<file path="src/rtl/mem_access.sv">
// mem_access: memory-access pipeline stage between EX/MEM and MEM/WB.
// Non-memory ops pass straight through. Loads and stores run one req/ack
// transaction on a big-endian data bus and hold the pipeline via stallreq.
// Optional build macro MEMBUS_TIMEOUT_EN adds a bus-ack timeout (bus_err).
module mem_access #(
    parameter int TIMEOUT_CYCLES = 255
) (
    input  logic        clk,
    input  logic        rst,
    input  logic [4:0]  mem_waddr,
    input  logic [31:0] mem_wdata,
    input  logic        mem_wreg,
    input  logic [7:0]  mem_aluop,
    input  logic [31:0] mem_mem_addr,
    input  logic [31:0] mem_reg2,
    output logic [4:0]  wb_waddr,
    output logic [31:0] wb_wdata,
    output logic        wb_wreg,
    output logic        stallreq,
    output logic        bus_req,
    output logic        bus_we,
    output logic [31:0] bus_addr,
    output logic [3:0]  bus_sel,
    output logic [31:0] bus_wdata,
    input  logic [31:0] bus_rdata,
    input  logic        bus_ack,
    output logic        misalign,
    output logic        bus_err
);

    localparam logic [7:0] EXE_LB_OP  = 8'b11100000;
    localparam logic [7:0] EXE_LBU_OP = 8'b11100100;
    localparam logic [7:0] EXE_LH_OP  = 8'b11100001;
    localparam logic [7:0] EXE_LHU_OP = 8'b11100101;
    localparam logic [7:0] EXE_LW_OP  = 8'b11100011;
    localparam logic [7:0] EXE_SB_OP  = 8'b11101000;
    localparam logic [7:0] EXE_SH_OP  = 8'b11101001;
    localparam logic [7:0] EXE_SW_OP  = 8'b11101011;

    typedef enum logic [1:0] {IDLE, ACCESS, DONE} state_t;

    state_t      state_q;
    logic        bus_req_q, bus_we_q, bus_err_q;
    logic [31:0] bus_addr_q, bus_wdata_q, rdata_q;
    logic [3:0]  bus_sel_q;

    // Decoded view of the presented instruction
    logic        is_load, is_store, is_byte, is_half, is_word, sext;
    logic        misal_c;
    logic [3:0]  sel_c;
    logic [31:0] wdata_c, load_c;
    logic [1:0]  ofs;

    assign ofs = mem_mem_addr[1:0];

    // Op decode, byte enables, store replication and misalignment
    always_comb begin
        is_load  = 1'b0;
        is_store = 1'b0;
        is_byte  = 1'b0;
        is_half  = 1'b0;
        is_word  = 1'b0;
        sext     = 1'b0;
        case (mem_aluop)
            EXE_LB_OP:  begin is_load  = 1'b1; is_byte = 1'b1; sext = 1'b1; end
            EXE_LBU_OP: begin is_load  = 1'b1; is_byte = 1'b1; end
            EXE_LH_OP:  begin is_load  = 1'b1; is_half = 1'b1; sext = 1'b1; end
            EXE_LHU_OP: begin is_load  = 1'b1; is_half = 1'b1; end
            EXE_LW_OP:  begin is_load  = 1'b1; is_word = 1'b1; end
            EXE_SB_OP:  begin is_store = 1'b1; is_byte = 1'b1; end
            EXE_SH_OP:  begin is_store = 1'b1; is_half = 1'b1; end
            EXE_SW_OP:  begin is_store = 1'b1; is_word = 1'b1; end
            default: ;
        endcase

        misal_c = (is_half && ofs[0]) || (is_word && (ofs != 2'b00));

        sel_c = 4'b0000;
        if (is_byte) begin
            case (ofs)
                2'b00:   sel_c = 4'b1000;
                2'b01:   sel_c = 4'b0100;
                2'b10:   sel_c = 4'b0010;
                default: sel_c = 4'b0001;
            endcase
        end else if (is_half) begin
            sel_c = ofs[1] ? 4'b0011 : 4'b1100;
        end else if (is_word) begin
            sel_c = 4'b1111;
        end

        wdata_c = 32'h0;
        if (is_store) begin
            if (is_byte)      wdata_c = {4{mem_reg2[7:0]}};
            else if (is_half) wdata_c = {2{mem_reg2[15:0]}};
            else              wdata_c = mem_reg2;
        end
    end

    // Big-endian lane extraction of the returned word, with sign/zero extension
    always_comb begin
        logic [7:0]  b;
        logic [15:0] h;
        case (ofs)
            2'b00:   b = bus_rdata[31:24];
            2'b01:   b = bus_rdata[23:16];
            2'b10:   b = bus_rdata[15:8];
            default: b = bus_rdata[7:0];
        endcase
        h = ofs[1] ? bus_rdata[15:0] : bus_rdata[31:16];
        if (is_byte)      load_c = {{24{sext & b[7]}}, b};
        else if (is_half) load_c = {{16{sext & h[15]}}, h};
        else              load_c = bus_rdata;
    end

`ifdef MEMBUS_TIMEOUT_EN
    localparam int CW = ($clog2(TIMEOUT_CYCLES + 1) > 8) ? $clog2(TIMEOUT_CYCLES + 1) : 8;
    localparam logic [CW-1:0] LIMIT = CW'(TIMEOUT_CYCLES - 1);
    logic [CW-1:0] cnt_q;
`else
    logic unused_timeout;
    assign unused_timeout = (TIMEOUT_CYCLES == 0);
`endif

    // Transaction FSM; all bus outputs are registered here
    always_ff @(posedge clk or negedge rst) begin
        if (!rst) begin
            state_q     <= IDLE;
            bus_req_q   <= 1'b0;
            bus_we_q    <= 1'b0;
            bus_addr_q  <= 32'h0;
            bus_sel_q   <= 4'h0;
            bus_wdata_q <= 32'h0;
            rdata_q     <= 32'h0;
            bus_err_q   <= 1'b0;
`ifdef MEMBUS_TIMEOUT_EN
            cnt_q       <= '0;
`endif
        end else begin
            case (state_q)
                IDLE: begin
                    bus_err_q <= 1'b0;
                    if ((is_load || is_store) && !misal_c) begin
                        bus_req_q   <= 1'b1;
                        bus_we_q    <= is_store;
                        bus_addr_q  <= {mem_mem_addr[31:2], 2'b00};
                        bus_sel_q   <= sel_c;
                        bus_wdata_q <= wdata_c;
                        state_q     <= ACCESS;
`ifdef MEMBUS_TIMEOUT_EN
                        cnt_q       <= '0;
`endif
                    end
                end
                ACCESS: begin
                    if (bus_ack) begin
                        bus_req_q <= 1'b0;
                        rdata_q   <= load_c;
                        state_q   <= DONE;
                    end
`ifdef MEMBUS_TIMEOUT_EN
                    // Ack on the limit cycle takes the branch above instead
                    else if (cnt_q == LIMIT) begin
                        bus_req_q <= 1'b0;
                        bus_err_q <= 1'b1;
                        state_q   <= DONE;
                    end else begin
                        cnt_q <= cnt_q + 1'b1;
                    end
`endif
                end
                DONE: begin
                    // The finished instruction is still presented; never relaunch
                    bus_err_q <= 1'b0;
                    state_q   <= IDLE;
                end
                default: state_q <= IDLE;
            endcase
        end
    end

    // Write-back steering and pipeline hold
    always_comb begin
        wb_waddr = mem_waddr;
        wb_wdata = mem_wdata;
        wb_wreg  = mem_wreg;
        stallreq = 1'b0;
        misalign = 1'b0;
        case (state_q)
            IDLE: begin
                if (is_load || is_store) begin
                    wb_wreg = 1'b0;
                    if (misal_c) misalign = 1'b1;
                    else         stallreq = 1'b1;
                end
            end
            ACCESS: begin
                wb_wreg  = 1'b0;
                stallreq = 1'b1;
            end
            DONE: begin
                if (is_load)   wb_wdata = rdata_q;
                if (bus_err_q) wb_wreg  = 1'b0;
            end
            default: ;
        endcase
    end

    assign bus_req   = bus_req_q;
    assign bus_we    = bus_we_q;
    assign bus_addr  = bus_addr_q;
    assign bus_sel   = bus_sel_q;
    assign bus_wdata = bus_wdata_q;
`ifdef MEMBUS_TIMEOUT_EN
    assign bus_err   = bus_err_q;
`else
    assign bus_err   = 1'b0;
`endif

endmodule
</file>
<file path="config.mk">
export PLATFORM = sky130hd
export DESIGN_NAME = mem_access
export DESIGN_NICKNAME = d
export VERILOG_FILES = /design/src/rtl/mem_access.sv
export SDC_FILE = /design/constraint.sdc
export NUM_CORES = 1
export LEC_CHECK = 0
export ABC_AREA = 1
export BUFFER_PORTS_ARGS = -buffer_cell sky130_fd_sc_hd__buf_2
export CELL_PAD_IN_SITES_DETAIL_PLACEMENT = 1
export CELL_PAD_IN_SITES_GLOBAL_PLACEMENT = 1
export CORE_MARGIN = 3
export CORE_UTILIZATION = 35
export DETAILED_ROUTE_END_ITERATION = 10
export PLACE_DENSITY = 0.84
export SLEW_MARGIN = 15
export SYNTH_ARGS = -nofsm -noshare
export SYNTH_HDL_FRONTEND = slang
export SYNTH_SLANG_ARGS = --single-unit
</file>
<file path="constraint.sdc">
create_clock -name clk -period 3.25 [get_ports clk]
set_input_delay 0.65 -clock clk [delete_from_list [all_inputs] [get_ports clk]]
set_output_delay 0.65 -clock clk [all_outputs]
set_load 0.01 [all_outputs]
</file>
# Yosys cells after proc, flatten, opt, wreduce, memory -nomap -nowiden
# Cells that the tools add are included.
[word_totals] ff_bits=102 input_bits=145 output_inout_bits=111 wordCells=77
[op_classes] n_eq_ne=14 n_mux=34 bitwise_logic=2 n_reduce_logical=20
[op_table] op="2-to-1 mux 32 bit" n=7
[op_table] op="equality test 8 bit (second input constant)" n=8
[op_table] op="one-hot mux 8 bit (3 select lines)" n=1
[op_table] op="2-to-1 mux 16 bit" n=1
[op_table] op="2-to-1 mux 4 bit" n=4
[op_table] op="2-to-1 mux 1 bit" n=14
[op_table] op="one-hot mux 4 bit (3 select lines)" n=1
[op_table] op="OR reduction 3 bit" n=3
[op_table] op="one-hot mux 1 bit (2 select lines)" n=3
[op_table] op="AND reduction 2 bit" n=3
[op_table] op="OR reduction 5 bit" n=1
[op_table] op="equality test 2 x 1 -> 1 bit (second input constant)" n=2
[op_table] op="equality test 2 bit (second input constant)" n=2
[op_table] op="zero test 2 bit" n=2
[op_table] op="2-to-1 mux 2 bit" n=2
[op_table] op="!= test 2 bit (second input constant)" n=2
[op_table] op="one-hot mux 2 bit (2 select lines)" n=1
[op_table] op="nonzero test 2 bit" n=2
[op_table] op="OR reduction 2 bit" n=2
[op_table] op="logical AND 1 bit" n=3
[op_table] op="AND reduction 3 bit" n=1
[op_table] op="AND 1 bit" n=2
[op_table] op="logical OR 1 bit" n=2
[op_table] op="zero test 1 bit" n=1

# Longest topological paths before layout
# Gate-level depths: netlist of run 1.
[depth] word_depth=9 ltp_mapped=12 ltp_nobuf=10

# Least setup slack after synthesis of run 1
# OpenSTA, ideal clock, no wires.
[synth_path] path_kind="in2out" from="input port mem_aluop[4]" to="output port wb_wdata[0]" t_arrival_ns=1.774 t_required_ns=2.600 setup_slack_ns=0.826 path_stages=8 path_buffers=1 path_cell_list="inv_1 nand2_2 nor2_8 nand3_1 nand2_1 nand3_2 clkbuf_1 o21ai_0"
[synth_via] elab_chain_len=5 elab_cells_between_ends=9 cone_classes="eq/ne: 5; mux: 3; reduce/logical: 1"
[synth_lines] item="start, declared" line_no="13" source="input logic [7:0] mem_aluop,"
[synth_lines] item="equality test 8 bit" line_no="64" source="case (mem_aluop)"
[synth_lines] item="OR reduction 5 bit (no line) (*)"
[synth_lines] item="2-to-1 mux 1 bit (*)" line_no="64"
[synth_lines] item="2-to-1 mux 32 bit (*)" line_no="202" source="if (is_load) wb_wdata = rdata_q;"
[synth_lines] item="2-to-1 mux 32 bit (*)" line_no="189" source="case (state_q)"
[synth_lines] item="end, declared" line_no="17" source="output logic [31:0] wb_wdata,"
# Every way passes the cells marked *; elsewhere a longest branch is shown, timed or not.

# Worst setup path after layout of run 1
[layout_path] from="input port mem_aluop[4]" to="output port wb_wdata[13]"
# Same word-level chain as after synthesis.

==> run metrics, run 1 <==
run status=finished, final reports clean; combinational power share=0.234; vias per cell=4.87; share of synthesized area spent on multiplexers=0; EDFF count, synth=0; Worst Setup EP=wb_wdata[13]; Buffers & Inverters on Critical Path=4; slowest stage cell on the critical path=sky130_fd_sc_hd__buf_4; hold_buf cts=0; logic depth of the worst setup path including buffers=10; library cell with the highest instance count after synthesis=sky130_fd_sc_hd__nand2_1; gpl congestion=0.862; switching share of power=0.334; number of antenna violations at the first check in global routing=1; Synth area leaders=sky130_fd_sc_hd__dfrtp_1, sky130_fd_sc_hd__nand2_1, sky130_fd_sc_hd__inv_1; vertical die dimension=136 um; postcts setup bufs=0; Synth area leader=sky130_fd_sc_hd__dfrtp_1; crit path launch=mem_aluop[4]; met3 Usage GRT=0.0721; path type of the worst setup path=input port to output pin; fraction of met1 tracks used by global routing=0.266; top flip-flop cell by instance count after synthesis=sky130_fd_sc_hd__dfrtp_1; overall power of the completed layout=3.63 mW; reported max-cap violation count=0; total number of vias=6,389; clock-pin transition on the worst setup and hold timing paths=0.09 ns; pin count of the biggest net entering global routing=99; final std cells w/o fill=1,313; area fraction of the dominant cell type after synthesis=0.434; Achievable Freq=350 MHz; final hold violations=0; IR drop worst, VDD=0.241 mV; part of the Yosys area used for sequential elements=0.434; fin nets=1,237; maximum count of clock buffers along a single path=2; final cell utilization of the core=0.465; routed wire length=20.7 mm; capture point of the worst reg-to-reg path=rdata_q[1]; Setup Slack @ Placement=0.380 ns; depth of the CTS H-tree=3; Final min period=2.86 ns; cell class contributing the biggest share of worst-path delay=simple AND/OR/NAND/NOR gates; Antenna Cells=0; Worst Reg2Reg Path Length in Cells=7; number of placement rows=46; post-DR wirelength/cell=15.8 um; startpoint class of the critical path=input port; number of distinct library cells after synthesis=31; first-pass GRT wire length=32.9 mm; top-level I/O count=256; required time worst endpoint=2.60 ns; Worst-Margin Slew=0.617 ns; cell internal power dissipation=2.42 mW; Die Footprint=0.0184 mm2; Worst Hold Margin=0.161 ns; number of instances in the synthesized netlist=874; total of flip-flops plus latches after synthesis=102; TritonCTS clock tree=yes; Post-Synth Simple-Gate Area=0.366; Worst Clk Skew=0.0106 ns; ratio of final minimum period to clock period=0.879; CP arrival=2.21 ns; total clock buffers created by CTS=9; x dimension of the die=136 um; signed area change from the synthesized netlist to the final layout=27.9%; clock group share of total power=0.315; relative slew slack=0.587; Initial Util=0.363; final setup margin=0.393 ns; total overflow reported by the global router=0; sequential fraction of design power=0.451; Root Buffer Master=sky130_fd_sc_hd__clkbuf_16; Post-Synth Adder-Cell Area=0; gr busiest metal=met2; drt first pass iters=4; largest family of logic cells by synthesized area=simple AND/OR/NAND/NOR gates; xor/xnor share of the synthesized area=0; Power Dens Cells=483 mW/mm2; worst setup slack for register-to-register paths=1.36 ns; total routing usage reported by global routing=0.224; worst-path maximum fanout=64; post-place instance area=0.00721 mm2; CTS resizes=0; reg-to-reg critical path startpoint=state_q[1]; post-synthesis instance area=0.00588 mm2; syn avg cell area=6.73 um2; Sink Count=102; number of global-route vias before repair=6,600; complex-gate fraction of the synthesized area=0.0871; kind of end point of the critical path=output pin; most repeated library cell on the critical path=sky130_fd_sc_hd__buf_2; area of all placed cells without fillers=0.00752 mm2; clock network latency to the later pin of the worst-skew pair=0.36 ns; count of nets left with antenna violations after detail routing=0; count of yosys warnings during synthesis=0; Iteration-0 DRC Markers=313; Max stage delay on crit path=0.28 ns; fraction of layout cells with a size suffix above 1=0.267; number of I/O port buffers=242; worst hold path class=input port to async pin; cell types with the highest counts after synthesis=sky130_fd_sc_hd__nand2_1, sky130_fd_sc_hd__dfrtp_1, sky130_fd_sc_hd__inv_1, sky130_fd_sc_hd__nand3_1, sky130_fd_sc_hd__o21ai_0; number of remaining DRC errors=0; cell leakage power=4.57 nW; placeable core area=0.0162 mm2; final count of negative-setup-slack endpoints=0; total negative slack=0 ns; proportion of register bits with asynchronous set or reset after synthesis=1.00; cell count after placement=1,297; HPWL after detailed placement=15.7 mm; RSZ-0062 raised after global routing=no; number of pins with negative max-slew slack in the final report=0; Cell Chain, Critical Path=buf_2 > inv_1 > nand2_2 > nor2_8 > nand3_1 > nand2_1 > nand3_2 > buf_4 > o21ai_0 > buf_2; Switch Pwr=1.21 mW; global-route met2 utilization=0.394
-- routing by layer --
layer  up-vias  routed length (um)
met5         -                   5
li1       3101                   -
met4         2                 332
met3        24                1830
met2       213               10200
met1      3049                8370
-- registers in the layout, summed over array words and instances, names as in the netlist --
name,cells
bus_addr,30
bus_req,1
bus_sel,4
bus_wdata,32
bus_we,1
rdata_q,32
state_q,2
-- how the worst min path moves through the flow --
stage / end / slack, ns / from
global route: rdata_q[1] / 0.17 / rst
finish: rdata_q[1] / 0.16 / rst
CTS: rdata_q[1] / 0.16 / rst
detailed placement: bus_addr[27] / 0.46 / bus_addr[27]
floorplan: bus_addr[10] / 0.35 / rst
global placement: bus_addr[28] / 0.46 / bus_addr[28]
-- power by group through the flow --
stage	sequential (mW)	combinational [mW]	clock, mW
global placement	1.65	0.834	0
CTS	1.64	0.870	1.17
finish	1.64	0.850	1.14
detailed placement	1.66	0.865	0
floorplan	1.70	0.419	0
global route	1.67	0.979	1.22
-- placed cells by master (no fill, tap or decap), drive strengths merged --
master,n
nand4,2
nand3b,2
and3,1
a21oi,23
o211ai,3
dfrtp,102
clkbuf,9
nor3,2
nor2,28
nand3,69
conb,3
buf,254
inv,107
clkinv,2
o21ai,71
nand2,417
a21boi,2
-- area by class of cell --
class / count / area (um2)
inverters: 102 / 383
well taps: 216 / 270
clock inverters: 7 / 81.3
clock buffers: 9 / 225
multi-input cells: 623 / 2680
flip-flops and latches: 102 / 2550
fillers: 2220 / 8660
repair buffers: 254 / 1330
-- cells by family after synthesis --
logic type | Yosys count
buf+inv | 151
flops | 102
simple gates | 521
compound gates | 99
other cells | 1
Power figures use the tool's default switching activity.
==> run 2, diff against run 1 <==
- BUFFER_PORTS_ARGS: -buffer_cell sky130_fd_sc_hd__buf_2 -> -buffer_cell sky130_fd_sc_hd__buf_4
- PLACE_DENSITY: 0.84 -> unset
- PLACE_DENSITY_LB_ADDON: unset -> 0.1
- SLEW_MARGIN: 15 -> 20
==> run metrics, run 2 (synthesized netlist as in run 1, its figures left out) <==
CTS resizes=0 (unchanged); Power Dens Cells=455 mW/mm2 (-5.8%); routed wire length=20.1 mm (-2.7%); Cell Chain, Critical Path=buf_4 > inv_1 > nand2_2 > nor2_8 > nand3_1 > nand2_1 > nand3_2 > buf_4 > o21ai_0 > buf_4; Initial Util=0.363 (unchanged); post-place instance area=0.00779 mm2 (+8.1%); fraction of layout cells with a size suffix above 1=0.265 (-0.00201); postcts setup bufs=0 (unchanged); Worst-Margin Slew=0.597 ns (-0.0206 ns); x dimension of the die=136 um (unchanged); overall power of the completed layout=3.67 mW (+1.3%); startpoint class of the critical path=input port; vias per cell=4.74 (-2.7%); multi-input combinational cell area=0.00268 mm2 (unchanged); total clock buffers created by CTS=9 (unchanged); Die Footprint=0.0184 mm2 (unchanged); top-level I/O count=256 (unchanged); signed area change from the synthesized netlist to the final layout=37.5%; reg-to-reg critical path startpoint=state_q[0]; sequential fraction of design power=0.445 (-0.006); HPWL after detailed placement=15.3 mm (-2.5%); final count of negative-setup-slack endpoints=0 (unchanged); drt first pass iters=5 (+1); number of global-route vias before repair=6,487 (-1.7%); Root Buffer Master=sky130_fd_sc_hd__clkbuf_16; logic depth of the worst setup path including buffers=10 (unchanged); relative slew slack=0.602 (+0.0153); gpl congestion=0.818 (-5.1%); fin nets=1,234 (-0.24%); vertical die dimension=136 um (unchanged); area of all placed cells without fillers=0.00808 mm2 (+7.5%); kind of end point of the critical path=output pin; Switch Pwr=1.16 mW (-4.1%); depth of the CTS H-tree=3 (unchanged); maximum count of clock buffers along a single path=2 (unchanged); most repeated library cell on the critical path=sky130_fd_sc_hd__buf_4; hold_buf cts=0 (unchanged); total overflow reported by the global router=0 (unchanged); number of remaining DRC errors=0 (unchanged); cell class contributing the biggest share of worst-path delay=simple AND/OR/NAND/NOR gates; total negative slack=0 ns (unchanged); Buffers & Inverters on Critical Path=4 (unchanged); most common cell after layout, fill and taps aside=sky130_fd_sc_hd__nand2_1; switching share of power=0.316 (-0.0178); number of I/O port buffers=242 (unchanged); pin count of the biggest net entering global routing=99 (unchanged); crit path launch=mem_aluop[4]; worst hold path class=input port to async pin; first-pass GRT wire length=32.4 mm (-1.7%); Antenna Cells=0 (unchanged); Sink Count=102 (unchanged); combinational power share=0.262 (+0.028); Worst Clk Skew=0.00890 ns (-0.00172 ns); clock group share of total power=0.293 (-0.022); post-DR wirelength/cell=15.4 um (-2.5%); clock network latency to the later pin of the worst-skew pair=0.36 ns (about the same); total routing usage reported by global routing=0.219 (-0.00502); number of antenna violations at the first check in global routing=0 (-1); IR drop worst, VDD=0.268 mV (+11%); RSZ-0062 raised after global routing=no; clock-pin transition on the worst setup and hold timing paths=0.07 ns (-0.02 ns); Worst Reg2Reg Path Length in Cells=8 (+1); final cell utilization of the core=0.500 (+0.0348); cell leakage power=4.71 nW (+2.9%); Iteration-0 DRC Markers=249 (-20%); number of placement rows=46 (unchanged); total number of vias=6,204 (-2.9%); Worst Hold Margin=0.298 ns (+0.137 ns); slowest stage cell on the critical path=sky130_fd_sc_hd__buf_4; reported max-cap violation count=0 (unchanged); final hold violations=0 (unchanged); number of pins with negative max-slew slack in the final report=0 (unchanged); path type of the worst setup path=input port to output pin; register cell area after layout=0.00255 mm2 (unchanged); top library cells by usage in the layout, fill and taps aside=sky130_fd_sc_hd__nand2_1, sky130_fd_sc_hd__buf_4, sky130_fd_sc_hd__dfrtp_1, sky130_fd_sc_hd__inv_1; Final min period=2.85 ns (-0.00303 ns); worst-path maximum fanout=64 (unchanged); count of nets left with antenna violations after detail routing=0 (unchanged); run status=finished, final reports clean; required time worst endpoint=2.60 ns (about the same); TritonCTS clock tree=yes; Max stage delay on crit path=0.30 ns (+0.02 ns); CP arrival=2.20 ns (about the same); Achievable Freq=350 MHz (+0.11%); cell internal power dissipation=2.51 mW (+4.0%); # fillers=2,146 (-3.3%); ratio of final minimum period to clock period=0.878 (-0.000931); placeable core area=0.0162 mm2 (unchanged)
[run 2: layout make-up]
cell class	instances	share of cell area
Sequential cell	102	0.316
Clock inverter	7	0.00790
Clock buffer	9	0.0279
Multi-Input combinational cell	623	0.331
Tap cell	216	0.0334
Timing Repair Buffer	251	0.236
Inverter	102	0.0474
[run 2: power groups by stage]
stage | clock (mW) | sequential (mW) | combinational (mW)
floorplan | 0 | 1.70 | 0.419
global placement | 0 | 1.65 | 0.961
detailed placement | 0 | 1.66 | 0.984
CTS | 1.11 | 1.64 | 0.988
global route | 1.17 | 1.67 | 1.09
finish | 1.08 | 1.64 | 0.962
[run 2: per-stage QoR]
stage | worst slack (ns) | std cells
floorplan | 0.826 | 876
CTS | 0.377 | 1310
finish | 0.396 | 1310
global route | 0.165 | 1310
detailed placement | 0.387 | 1294
global placement | 0.437 | 1294
[run 2: path summary, 6_finish.rpt]
check	end	slack (ns)
setup / recovery	wb_wdata[20]	0.40
hold / removal	rdata_q[10]	0.30
setup reg to reg	rdata_q[0]	1.67
hold reg to reg	rdata_q[1]	0.48
max in group asynchronous	bus_addr[23]	2.21
min in group clk	rdata_q[1]	0.48
[run 2: routing by layer]
metal / up-vias / share of wire / global-route usage
met1: 2906 / 0.40 / 0.263
met4: 0 / 0.019 / 0.0677
met3: 24 / 0.072 / 0.0531
met2: 173 / 0.51 / 0.389
met5: - / 0 / 0
li1: 3101 / - / -
